--- src/rtl/seq_pkg.sv ---
// Shared definitions for the serial sequence detector slice: serializer FSM
// states and the default idle line level.
package seq_pkg;

  typedef enum logic [1:0] {
    IDLE   = 2'd0,
    SHIFT  = 2'd1,
    PARITY = 2'd2
  } ser_state_t;

  // Level held on the serial line between words; the detector sees it every clock.
  localparam logic IDLE_BIT_DEF = 1'b0;

endpackage

--- src/rtl/ser_shift_reg.sv ---
// Loadable shift register for the bit serializer. On load it keeps the word
// minus the bit that goes out first (that bit is offered combinationally on
// first_bit). sout always presents the bit that goes out after the current one.
module ser_shift_reg #(
  parameter int WIDTH     = 8,
  parameter bit MSB_FIRST = 1'b1
) (
  input  logic             clk,
  input  logic             load,
  input  logic             shift,
  input  logic [WIDTH-1:0] d,
  output logic             first_bit,
  output logic             sout
);

  logic [WIDTH-1:0] q;

  assign first_bit = MSB_FIRST ? d[WIDTH-1] : d[0];
  assign sout      = MSB_FIRST ? q[WIDTH-1] : q[0];

  // Load the remainder of the word, or advance one position toward the output end.
  always_ff @(posedge clk) begin
    if (load) begin
      q <= MSB_FIRST ? {d[WIDTH-2:0], 1'b0} : {1'b0, d[WIDTH-1:1]};
    end else if (shift) begin
      q <= MSB_FIRST ? {q[WIDTH-2:0], 1'b0} : {1'b0, q[WIDTH-1:1]};
    end
  end

endmodule

--- src/rtl/bit_serializer.sv ---
// Parallel-to-serial feeder for the sequence detector. Words arrive over
// valid/ready and leave one bit per clock on ser_bit with no bubble between
// back-to-back words; the idle level is held otherwise.
// Optional feature: define SER_PARITY_EN to append an even-parity bit to every
// word (frame length WIDTH+1 instead of WIDTH).
//
// Handshake: a word transfers on a rising edge where in_valid && in_ready.
// in_ready depends only on registered state and rst, never on in_valid; once
// in_valid is raised the word is expected to stay stable until it transfers.
module bit_serializer
  import seq_pkg::*;
#(
  parameter int   WIDTH     = 8,
  parameter bit   MSB_FIRST = 1'b1,
  parameter logic IDLE_BIT  = IDLE_BIT_DEF
) (
  input  logic             clk,
  input  logic             rst,
  input  logic [WIDTH-1:0] in_data,
  input  logic             in_valid,
  output logic             in_ready,
  output logic             ser_bit,
  output logic             ser_valid,
  output logic             word_done,
  output ser_state_t       dbg_state
);

  localparam int            CW       = $clog2(WIDTH + 1);
  localparam logic [CW-1:0] LAST_CNT = CW'(WIDTH - 1);
  localparam logic [CW-1:0] PRE_LAST = CW'(WIDTH - 2);

  ser_state_t    state;
  logic [CW-1:0] cnt;
  logic          last_cycle;
  logic          accept;
  logic          do_shift;
  logic          first_bit;
  logic          next_bit;

`ifdef SER_PARITY_EN
  logic par_q;
  // The parity bit closes the frame, so it is the cycle that can take a new word.
  assign last_cycle = (state == PARITY);
`else
  assign last_cycle = (state == SHIFT) && (cnt == LAST_CNT);
`endif

  assign in_ready  = !rst && ((state == IDLE) || last_cycle);
  assign accept    = in_valid && in_ready;
  assign do_shift  = !rst && (state == SHIFT) && (cnt != LAST_CNT);
  assign dbg_state = state;

  ser_shift_reg #(
    .WIDTH     (WIDTH),
    .MSB_FIRST (MSB_FIRST)
  ) u_shreg (
    .clk       (clk),
    .load      (accept),
    .shift     (do_shift),
    .d         (in_data),
    .first_bit (first_bit),
    .sout      (next_bit)
  );

`ifdef SER_PARITY_EN
  // Capture even parity of the accepted word for the trailing frame bit.
  always_ff @(posedge clk) begin
    if (accept) begin
      par_q <= ^in_data;
    end
  end
`endif

  // Frame FSM: the registered outputs always describe the bit currently on the line.
  always_ff @(posedge clk) begin
    if (rst) begin
      state     <= IDLE;
      cnt       <= '0;
      ser_bit   <= IDLE_BIT;
      ser_valid <= 1'b0;
      word_done <= 1'b0;
    end else if (accept) begin
      // New word starts next cycle, whether from IDLE or chained onto the last bit.
      state     <= SHIFT;
      cnt       <= '0;
      ser_bit   <= first_bit;
      ser_valid <= 1'b1;
      word_done <= 1'b0;
    end else begin
      case (state)
        SHIFT: begin
          if (cnt != LAST_CNT) begin
            cnt       <= cnt + CW'(1);
            ser_bit   <= next_bit;
            ser_valid <= 1'b1;
`ifdef SER_PARITY_EN
            word_done <= 1'b0;
`else
            word_done <= (cnt == PRE_LAST);
`endif
          end else begin
`ifdef SER_PARITY_EN
            state     <= PARITY;
            ser_bit   <= par_q;
            ser_valid <= 1'b1;
            word_done <= 1'b1;
`else
            state     <= IDLE;
            cnt       <= '0;
            ser_bit   <= IDLE_BIT;
            ser_valid <= 1'b0;
            word_done <= 1'b0;
`endif
          end
        end
`ifdef SER_PARITY_EN
        PARITY: begin
          state     <= IDLE;
          cnt       <= '0;
          ser_bit   <= IDLE_BIT;
          ser_valid <= 1'b0;
          word_done <= 1'b0;
        end
`endif
        default: begin
          state     <= IDLE;
          cnt       <= '0;
          ser_bit   <= IDLE_BIT;
          ser_valid <= 1'b0;
          word_done <= 1'b0;
        end
      endcase
    end
  end

endmodule

--- config.mk ---
export PLATFORM = sky130hd
export DESIGN_NAME = bit_serializer
export DESIGN_NICKNAME = d
export VERILOG_FILES = /design/src/rtl/seq_pkg.sv /design/src/rtl/ser_shift_reg.sv /design/src/rtl/bit_serializer.sv
export SDC_FILE = /design/constraint.sdc
export NUM_CORES = 1
export LEC_CHECK = 0
export CORE_MARGIN = 2
export CORE_UTILIZATION = 49
export CTS_BUF_LIST = sky130_fd_sc_hd__clkbuf_8 sky130_fd_sc_hd__clkbuf_16
export DETAILED_ROUTE_END_ITERATION = 7
export PLACE_DENSITY = 0.79
export SLEW_MARGIN = 20
export SYNTH_ARGS = -nofsm -noshare
export SYNTH_HDL_FRONTEND = slang
export SYNTH_HIERARCHICAL = 1
export SYNTH_SLANG_ARGS = --single-unit
--- constraint.sdc ---
create_clock -name clk -period 5.1 [get_ports clk]
set_input_delay 1.275 -clock clk [delete_from_list [all_inputs] [get_ports clk]]
set_output_delay 1.275 -clock clk [all_outputs]
set_load 0.01 [all_outputs]
== After elaboration in Yosys (flattened, before gate mapping) ==
Cells that the tools add are included.

* Logic and storage cells: 34
* Flip-flop bits (word level): 15
* ROM bits: 0
* Bits in writable memories: 0
* Bits of input ports: 11
* Bits in latches: 0
* Memories: 0
* Output and inout port bits: 6

* Add/subtract/negate cells: 1
* Bitwise logic cells: 2
* Eq/ne operators: 4
* Magnitude comparators: 0
* Shift-type cells: 0
* Multiply operators: 0
* Reduce and logical (&&, ||, !) cells: 10
* Div/mod/pow operators: 0
* Muxes and demuxes: 11

{| class="wikitable"
|+ Operators with widths
! cell !! count
|-
| $mux W8 || 2
|-
| $mux W1 || 9
|-
| $eq A4 B3 Y1 const B || 2
|-
| $logic_and A1 B1 Y1 || 5
|-
| $add A4 B1 Y4 const B || 1
|-
| $ne A4 B3 Y1 const B || 1
|-
| $reduce_or A4 Y1 || 1
|-
| $ne A3 B3 Y1 const B || 1
|-
| $logic_not A2 Y1 || 1
|-
| $not A1 Y1 || 2
|-
| $reduce_bool A2 Y1 || 1
|-
| $logic_not A1 Y1 || 1
|-
| $logic_or A1 B1 Y1 || 1
|}

== Logic depth before layout (Yosys ltp) ==
Gate-level depths: netlist of run 1.

* Depth after elaboration: 6
* Mapped depth: 6
* Gate-level depth less buffers: 5

== By module ==
The synthesis of run 1 kept the hierarchy.

{| class="wikitable"
|+ Modules (own cells, without submodules)
! module !! instances !! area each (um^2) !! cells each !! seq. area each (um^2)
|-
| bit_serializer || 1 || 332.8 || 34 || 160.2
|-
| ser_shift_reg || 1 || 332.8 || 17 || 210.2
|}

== Least setup slack after synthesis of run 1 ==
No wires, ideal clock.

* Path type: input to output
* Start point: input port rst
* End point: output port in_ready
* Cell stages on the path: 1
* Required time: 3.825 ns
* Data arrival time: 1.423 ns
* Setup slack: 2.402 ns
* Path buffers: 0
* Cell sequence: a21oi_2

* Word-level cells in the longest chain between the ends: 2

{| class="wikitable"
|+ Ends and longest elaborated chain
! element !! line !! RTL
|-
| start, declared || bit_serializer.sv:18 || <nowiki>input logic rst,</nowiki>
|-
| $logic_not A1 Y1 || bit_serializer.sv:48 || <nowiki>assign in_ready = !rst && ((state == IDLE) || last_cycle);</nowiki>
|-
| $logic_and A1 B1 Y1 || bit_serializer.sv:48 ||
|-
| end, declared || bit_serializer.sv:21 || <nowiki>output logic in_ready,</nowiki>
|}

Every way passes these cells.

== Worst setup path after layout of run 1 ==
Same ends and word-level chain as after synthesis.

==> flow_summary.toml, run 1 <==
[synth]
synthCells = 51
yosysMostFrequentCell = "dfxtp_1"
avgSynthCellArea_um2 = 13.1
yosys-top-cells-count = "8 x dfxtp_1, 7 x edfxtp_1, 7 x nor2_1"
synth-seq-area-share = 0.556
synth_area_leader_cell = "edfxtp_1"
async_flop_share = 0
ys.flop_type = "dfxtp_1"
synth-edff-count = 7
syn_nets = 64
yosysUniqueCellTypes = 21
ys_ff_latch = 15
synth.top_cell.area_share = 0.316
synthTopCellsByArea = "edfxtp_1 32%, dfxtp_1 24%, mux2_4 14%"
yosys_warnings = 6
syn_area_um2 = 666

[final_layout]
fillCellCount = 106
fin_nets = 81
diodes = 0
syn_to_final_growth_pct = 28.2
drive_gt1_frac = 0.194

[cts]
cts_resized = 0
numCtsBuffers = 3
cts_hold_buf = 0
cts.sinks = 15
cts.path.max_buffers = 2
post_cts_buffers = 0
cts_htree_levels = 1
clock-root-buffer = "clkbuf_8"
cts_tree = "built"
clkTransAtPathRegs_ns = 0.06
clkLatencyLatePin_ns = 0.24

[critical_path]
crit_fanout = 5
rr_worst_depth = 5
crit_start = "rst"
crit_end = "in_ready"
cp-end-kind = "output port"
regToRegSetupSlack_ns = 3.09
arrival_ns = 2.46
r2r_end = "u_shreg/q[6]"
r2r-start = "cnt[0]"
path_class = "in -> out"
critPathRequiredTime_ns = 3.83
cp-start-kind = "input pin"

[place]
port_buffers = 15
hpwl_um = 766
place_congestion = 0.663

[global_routing]
grt_max_degree = 9
grt_overflow = 0
track_usage = 0.151
antenna_found_initial = 0
grt_pass1_wl_um = 1420
first_global_vias = 336

[min_path]
hp-class = "reg -> reg"

[sta]
min_period_ns = 3.74
fmax_mhz = 268
setup_tns_ns = 0
hold_viol = 0
finalSetupViolCount = 0
skew_ns = 0.00104
timing.final.crit_share = 0.733
rsz0062_at_grt = "false"
final-max-slew-violation-count = 0

[pwr]
finalPower_uw = 260
p_int_uw = 206
power.net_switching_uw = 53.5
power_leakage_uw = 0.000372
power_density_nw_per_um2 = 304
power_frac_clock = 0.357
seqPwrFrac = 0.527
switching_share = 0.206
ir_worst_vdd_mv = 0.125
share_comb_of_total_power = 0.117

[run_status]
status = "completed"

[die]
die_w_um = 40.9
rows = 13
coreArea_um2 = 1280
initial_core_util = 0.518
ios = 17
dieArea_um2 = 1670
fp.dieH_um = 40.9

[route]
ant_nets = 0
drtPass1Iterations = 2
drt_iter0_drc = 3
post-route-drc-count = 0
vias_per_cell = 4.99
detail_route.wl_per_cell_um = 12.9
routed_wl_um = 1060
dr_total_vias = 409

[flow_run]
maxCapViolations = 0
cells in the final DEF, fill, tap and decap left out:
cell type	synthesis	layout
nand2_1	1	1
mux2_4	6	6
a21oi_2	2	2
ha_1	2	2
nand3_1	2	2
clkdlybuf4s50_1	0	15
xor2_1	1	1
nand3b_4	1	1
a21o_1	1	1
xnor2_1	1	1
clkbuf_8	0	3
nor2_1	7	7
a21oi_1	1	1
inv_1	2	3
nand3b_1	2	2
conb_1	1	1
or2_1	1	1
edfxtp_1	7	7
and2_2	1	1
dfxtp_1	8	8
and2_1	1	1
per-layer routing:
layer | vias to the layer above | wire [um] | track usage
li1 | 201 | - | -
met1 | 185 | 475 | 0.158
met2 | 18 | 474 | 0.219
met3 | 5 | 71 | 0.0652
met4 | 0 | 40 | 0.150
met5 | - | 0 | 0
cell type report:
type | count | area, um^2 | area share
inverters | 2 | 7.51 | 0.00880
repair buffers | 15 | 150 | 0.176
clock inverters | 1 | 3.75 | 0.00440
well taps | 15 | 18.8 | 0.0220
multi-input cells | 31 | 262 | 0.306
flip-flops and latches | 15 | 370 | 0.434
clock buffers | 3 | 41.3 | 0.0484
worst max-delay path: stages:
cell and delay (ns):
clkdlybuf4s50_1 0.49, a21oi_2 0.15, clkdlybuf4s50_1 0.54
state kept, by name, summed over array words and instances (netlist names):
register,flops
u_shreg/q,7
cnt,4
dbg_state,1
ser_bit,1
ser_valid,1
word_done,1
cell families (layout without fill, tap and decap cells):
logic type	Yosys count	count (layout)	share of synthesized area
adders and majority gates	2	2	0.0376
buffers and inverters	5	21	0.0507
and+or+nand+nor	16	16	0.143
DFF	15	15	0.556
AOI/OAI and AO/OA	4	4	0.0451
xor gates and xnor gates	2	2	0.0263
muxes	6	6	0.135
other	1	1	0.00563
stage by stage:
stage | area, um^2 | hold slack [ns] | setup slack (ns) | instances | utilization
after floorplan | 666 | 0.430 | 2.40 | 51 | -
after global placement | 808 | 0.446 | 1.38 | 78 | 0.629
after detailed placement | 808 | 0.458 | 1.37 | 78 | 0.629
after CTS | 853 | 0.471 | 1.36 | 82 | 0.664
after global routing | 853 | 0.508 | 1.29 | 82 | 0.664
final | 853 | 0.467 | 1.36 | 82 | 0.664
power groups by stage:
stage,sequential [uW],clock (uW),combinational (uW)
after floorplan,139,0,16.6
after global placement,139,0,29.4
final,137,92.5,30.3
after CTS,137,95.3,30.4
after global routing,137,99.2,32.7
after detailed placement,139,0,30.4
worst min path at each step:
stage,startpoint,endpoint,slack (ns),cells past startpoint
floorplan,cnt[0],cnt[0],0.43,1
global placement,cnt[0],cnt[0],0.45,1
detailed placement,cnt[0],cnt[0],0.46,1
CTS,cnt[0],cnt[0],0.47,1
global route,cnt[0],cnt[0],0.51,1
finish,cnt[0],cnt[0],0.47,1
(Power assumes the default switching activity.)
==> run 2, diff against run 1 <==
Settings changed: CORE_UTILIZATION 49 to 41, PLACE_DENSITY 0.79 to 0.7.
Clock period 5.1 ns to 3.1 ns, I/O delays scaled along.
==> flow_summary.toml, run 2 (synthesis results as in run 1) <==
[run_status]
status = "completed"

[final_layout]
final_common_cell = "clkdlybuf4s50_1"
fillCellCount = 126
regMostFlops = "u_shreg/q"
final_cells = 83
drive_gt1_frac = 0.194
layout_common_cells = "15 x clkdlybuf4s50_1, 8 x dfxtp_1, 7 x nor2_1, 7 x edfxtp_1, 6 x mux2_4"
utilization = 0.567
fin_nets = 81
largest_reg_flops = 7
diodes = 0
syn_to_final_growth_pct = 28.4
reg_top3 = "u_shreg/q: 7 flops, cnt: 4 flops"

[cts]
cts_tree = "built"
clkLatencyLatePin_ns = 0.24
post_cts_buffers = 0
cts.sinks = 15
clock-root-buffer = "clkbuf_8"
cts_htree_levels = 1
cts.path.max_buffers = 2
cts_hold_buf = 0
numCtsBuffers = 3
cts_resized = 0
clkTransAtPathRegs_ns = 0.06

[pwr]
finalPower_uw = 422
seqPwrFrac = 0.531
switching_share = 0.198
power_density_nw_per_um2 = 494
power.net_switching_uw = 83.6
p_int_uw = 339
power_frac_clock = 0.353
share_comb_of_total_power = 0.115
ir_worst_vdd_mv = 0.335
power_leakage_uw = 0.000372

[die]
fp.dieH_um = 44.3
initial_core_util = 0.442
rows = 14
coreArea_um2 = 1510
die_w_um = 44.3
ios = 17
dieArea_um2 = 1960

[sta]
final-max-slew-violation-count = 0
skew_ns = 0.00322
setup_tns_ns = 0
min_period_ns = 2.73
holdWs_ns = 0.472
rsz0062_at_grt = "false"
fmax_mhz = 366
hold_viol = 0
timing.final.crit_share = 0.880
finalSetupViolCount = 0

[route]
drtPass1Iterations = 2
dr_total_vias = 389
drt_iter0_drc = 5
routed_wl_um = 928
post-route-drc-count = 0
ant_nets = 0
detail_route.wl_per_cell_um = 11.2
vias_per_cell = 4.69

[global_routing]
grt_overflow = 0
track_usage = 0.118
first_global_vias = 384
grt_max_degree = 9
grt_pass1_wl_um = 1570
antenna_found_initial = 0

[critical_path]
crit_fanout = 5
cp-end-kind = "output port"
path_buf_inv = 2
cpMostUsedCell = "clkdlybuf4s50_1"
arrival_ns = 1.95
cp-start-kind = "input pin"
path_class = "in -> out"
critPathTopFamily = "buffers and inverters"
critPathRequiredTime_ns = 2.32
path_cells = "clkdlybuf4s50_1 -> a21oi_2 -> clkdlybuf4s50_1"
crit_slowest_cell = "clkdlybuf4s50_1"
cp_slowest_stage_delay_ns = 0.54

[flow_run]
maxCapViolations = 0

[place]
place_congestion = 0.719
port_buffers = 15
place_inst = 79
hpwl_um = 660

[min_path]
hp-class = "reg -> reg"
[run 2: cell counts in the layout (fill, tap and decap cells not counted)]
Identical to the previous run, type by type.
[run 2: worst paths after layout]
check	to	slack [ns]	startpoint	depth (start not counted)
setup / recovery	in_ready	0.37	rst	3
hold / removal	cnt[0]	0.47	cnt[0]	1
setup reg to reg	u_shreg/q[3]	1.10	cnt[0]	5
hold reg to reg	cnt[0]	0.47	cnt[0]	1
[run 2: power groups by stage]
stage               registers [uW]  logic (uW)  clock network, uW
floorplan                      229        27.4                  0
global route                   226        53.0                163
CTS                            225        49.3                153
global placement               228        48.7                  0
detailed placement             229        49.1                  0
finish                         224        48.8                149
[run 2: final cells by class]
| type | count | area, um^2 | share of cell area |
|---|---|---|---|
| flip-flops and latches | 15 | 370 | 0.433 |
| clock inverters | 1 | 3.75 | 0.00439 |
| multi-input cells | 31 | 262 | 0.306 |
| inverters | 2 | 7.51 | 0.00878 |
| repair buffers | 15 | 150 | 0.176 |
| well taps | 16 | 20.0 | 0.0234 |
| clock buffers | 3 | 41.3 | 0.0483 |
[run 2: per-stage QoR]
| step | setup WS [ns] | area [um^2] |
|---|---|---|
| floorplan | 1.32 | 666 |
| global route | 0.292 | 855 |
| detailed placement | 0.367 | 810 |
| finish | 0.371 | 855 |
| global placement | 0.383 | 810 |
| CTS | 0.360 | 855 |
[run 2: layer usage]
layer | global-route usage | vias up | wire, um | share of wire
li1 | - | 200 | - | -
met1 | 0.130 | 172 | 433 | 0.47
met2 | 0.185 | 15 | 413 | 0.45
met3 | 0.0408 | 2 | 62 | 0.067
met4 | 0.0909 | 0 | 19 | 0.020
met5 | 0 | - | 0 | 0
==> run 3, diff against run 2 <==
Settings changed: CTS_CLUSTER_SIZE set to 40, RECOVER_POWER set to 25.
==> flow_summary.toml, run 3 (synthesis results as in run 1) <==
[run_status]
status = "completed"

[die]
dieArea_um2 = 1960
initial_core_util = 0.442
rows = 14
coreArea_um2 = 1510
ios = 17
fp.dieH_um = 44.3
die_w_um = 44.3

[route]
dr_total_vias = 389
drtPass1Iterations = 2
ant_nets = 0
routed_wl_um = 927
vias_per_cell = 4.69
drt_iter0_drc = 5
detail_route.wl_per_cell_um = 11.2
post-route-drc-count = 0

[min_path]
hp-class = "reg -> reg"
hp-start = "cnt[0]"
hold_depth = 1
hold_end = "cnt[0]"

[cts]
cts.sinks = 15
clkLatencyLatePin_ns = 0.24
numCtsBuffers = 3
clock-root-buffer = "clkbuf_8"
cts.path.max_buffers = 2
cts_hold_buf = 0
cts_resized = 0
cts_tree = "built"
post_cts_buffers = 0
clkTransAtPathRegs_ns = 0.06
cts_htree_levels = 1

[critical_path]
cp-start-kind = "input pin"
r2r-start = "cnt[0]"
critPathRequiredTime_ns = 2.32
crit_fanout = 5
r2r_end = "u_shreg/q[3]"
cp-end-kind = "output port"
path_class = "in -> out"
rr_worst_depth = 5
arrival_ns = 2.06
regToRegSetupSlack_ns = 1.10

[place]
place_congestion = 0.719
port_buffers = 15
hpwl_um = 660

[flow_run]
maxCapViolations = 0

[final_layout]
largest_reg_flops = 7
final_common_cell = "clkdlybuf4s50_1"
register_area_um2 = 370
utilization = 0.567
reg_top3 = "u_shreg/q: 7 flops, cnt: 4 flops"
layout_common_cells = "13 x clkdlybuf4s50_1, 8 x dfxtp_1, 7 x nor2_1, 7 x edfxtp_1, 6 x mux2_4"
syn_to_final_growth_pct = 28.4
fin_nets = 81
fillCellCount = 126
diodes = 0
regMostFlops = "u_shreg/q"
drive_gt1_frac = 0.194
multi_input_area_um2 = 262

[global_routing]
antenna_found_initial = 0
grt_max_degree = 9
grt_pass1_wl_um = 1570
first_global_vias = 384
grt_overflow = 0
track_usage = 0.118

[pwr]
power_density_nw_per_um2 = 494
ir_worst_vdd_mv = 0.335
power_leakage_uw = 0.000373
power_frac_clock = 0.354
p_int_uw = 338
share_comb_of_total_power = 0.114
switching_share = 0.198
power.net_switching_uw = 83.6
seqPwrFrac = 0.532

[sta]
fmax_mhz = 353
finalSetupViolCount = 0
min_period_ns = 2.84
timing.final.crit_share = 0.915
rsz0062_at_grt = "false"
hold_viol = 0
skew_ns = 0.00322
final-max-slew-violation-count = 0
setup_tns_ns = 0
==> run 3: changes by cell type in the layout (fill, tap and decap cells not counted), sizes merged <==
cell	previous run	this run
clkdlybuf4s50	15	13
dlygate4sd3	0	2
==> run 3: worst max path at each step <==
stage | start | to | slack [ns] | depth (start not counted)
final | rst | in_ready | 0.26 | 3
after detailed placement | rst | in_ready | 0.37 | 3
after floorplan | rst | u_shreg/q[1] | 1.32 | 4
after global routing | rst | in_ready | 0.19 | 3
after CTS | rst | in_ready | 0.36 | 3
after global placement | rst | in_ready | 0.38 | 3
==> run 3: power by group through the flow <==
stage                     combinational, uW  sequential [uW]  clock (uW)
final                                  48.3              224         149
after global routing                   52.5              226         163
after CTS                              49.3              225         153
after detailed placement               49.1              229           0
after global placement                 48.7              228           0
after floorplan                        27.4              229           0
==> run 3: per-layer routing <==
metal	GRT usage	wire [um]	vias up
li1	-	-	200
met2	0.185	413	15
met5	0	0	-
met1	0.130	433	172
met4	0.0909	19	0
met3	0.0408	61	2
==> run 3: final cells by class <==
class,count,share of cell area
inverters,2,0.00878
flip-flops and latches,15,0.433
multi-input cells,31,0.306
repair buffers,15,0.176
clock buffers,3,0.0483
clock inverters,1,0.00439
well taps,16,0.0234
==> run 3: critical path: stages <==
cell             delay [ns]
dlygate4sd3_1          0.61
a21oi_2                0.14
clkdlybuf4s50_1        0.54
==> run 3: per-stage QoR <==
step                power, uW  hold slack [ns]  worst slack, ns  cells  area (um^2)
floorplan                 256            0.430             1.32     51          666
global placement          277            0.446            0.383     79          810
detailed placement        278            0.460            0.367     79          810
CTS                       426            0.476            0.360     83          855
global route              441            0.518            0.189     83          855
finish                    422            0.472            0.263     83          855
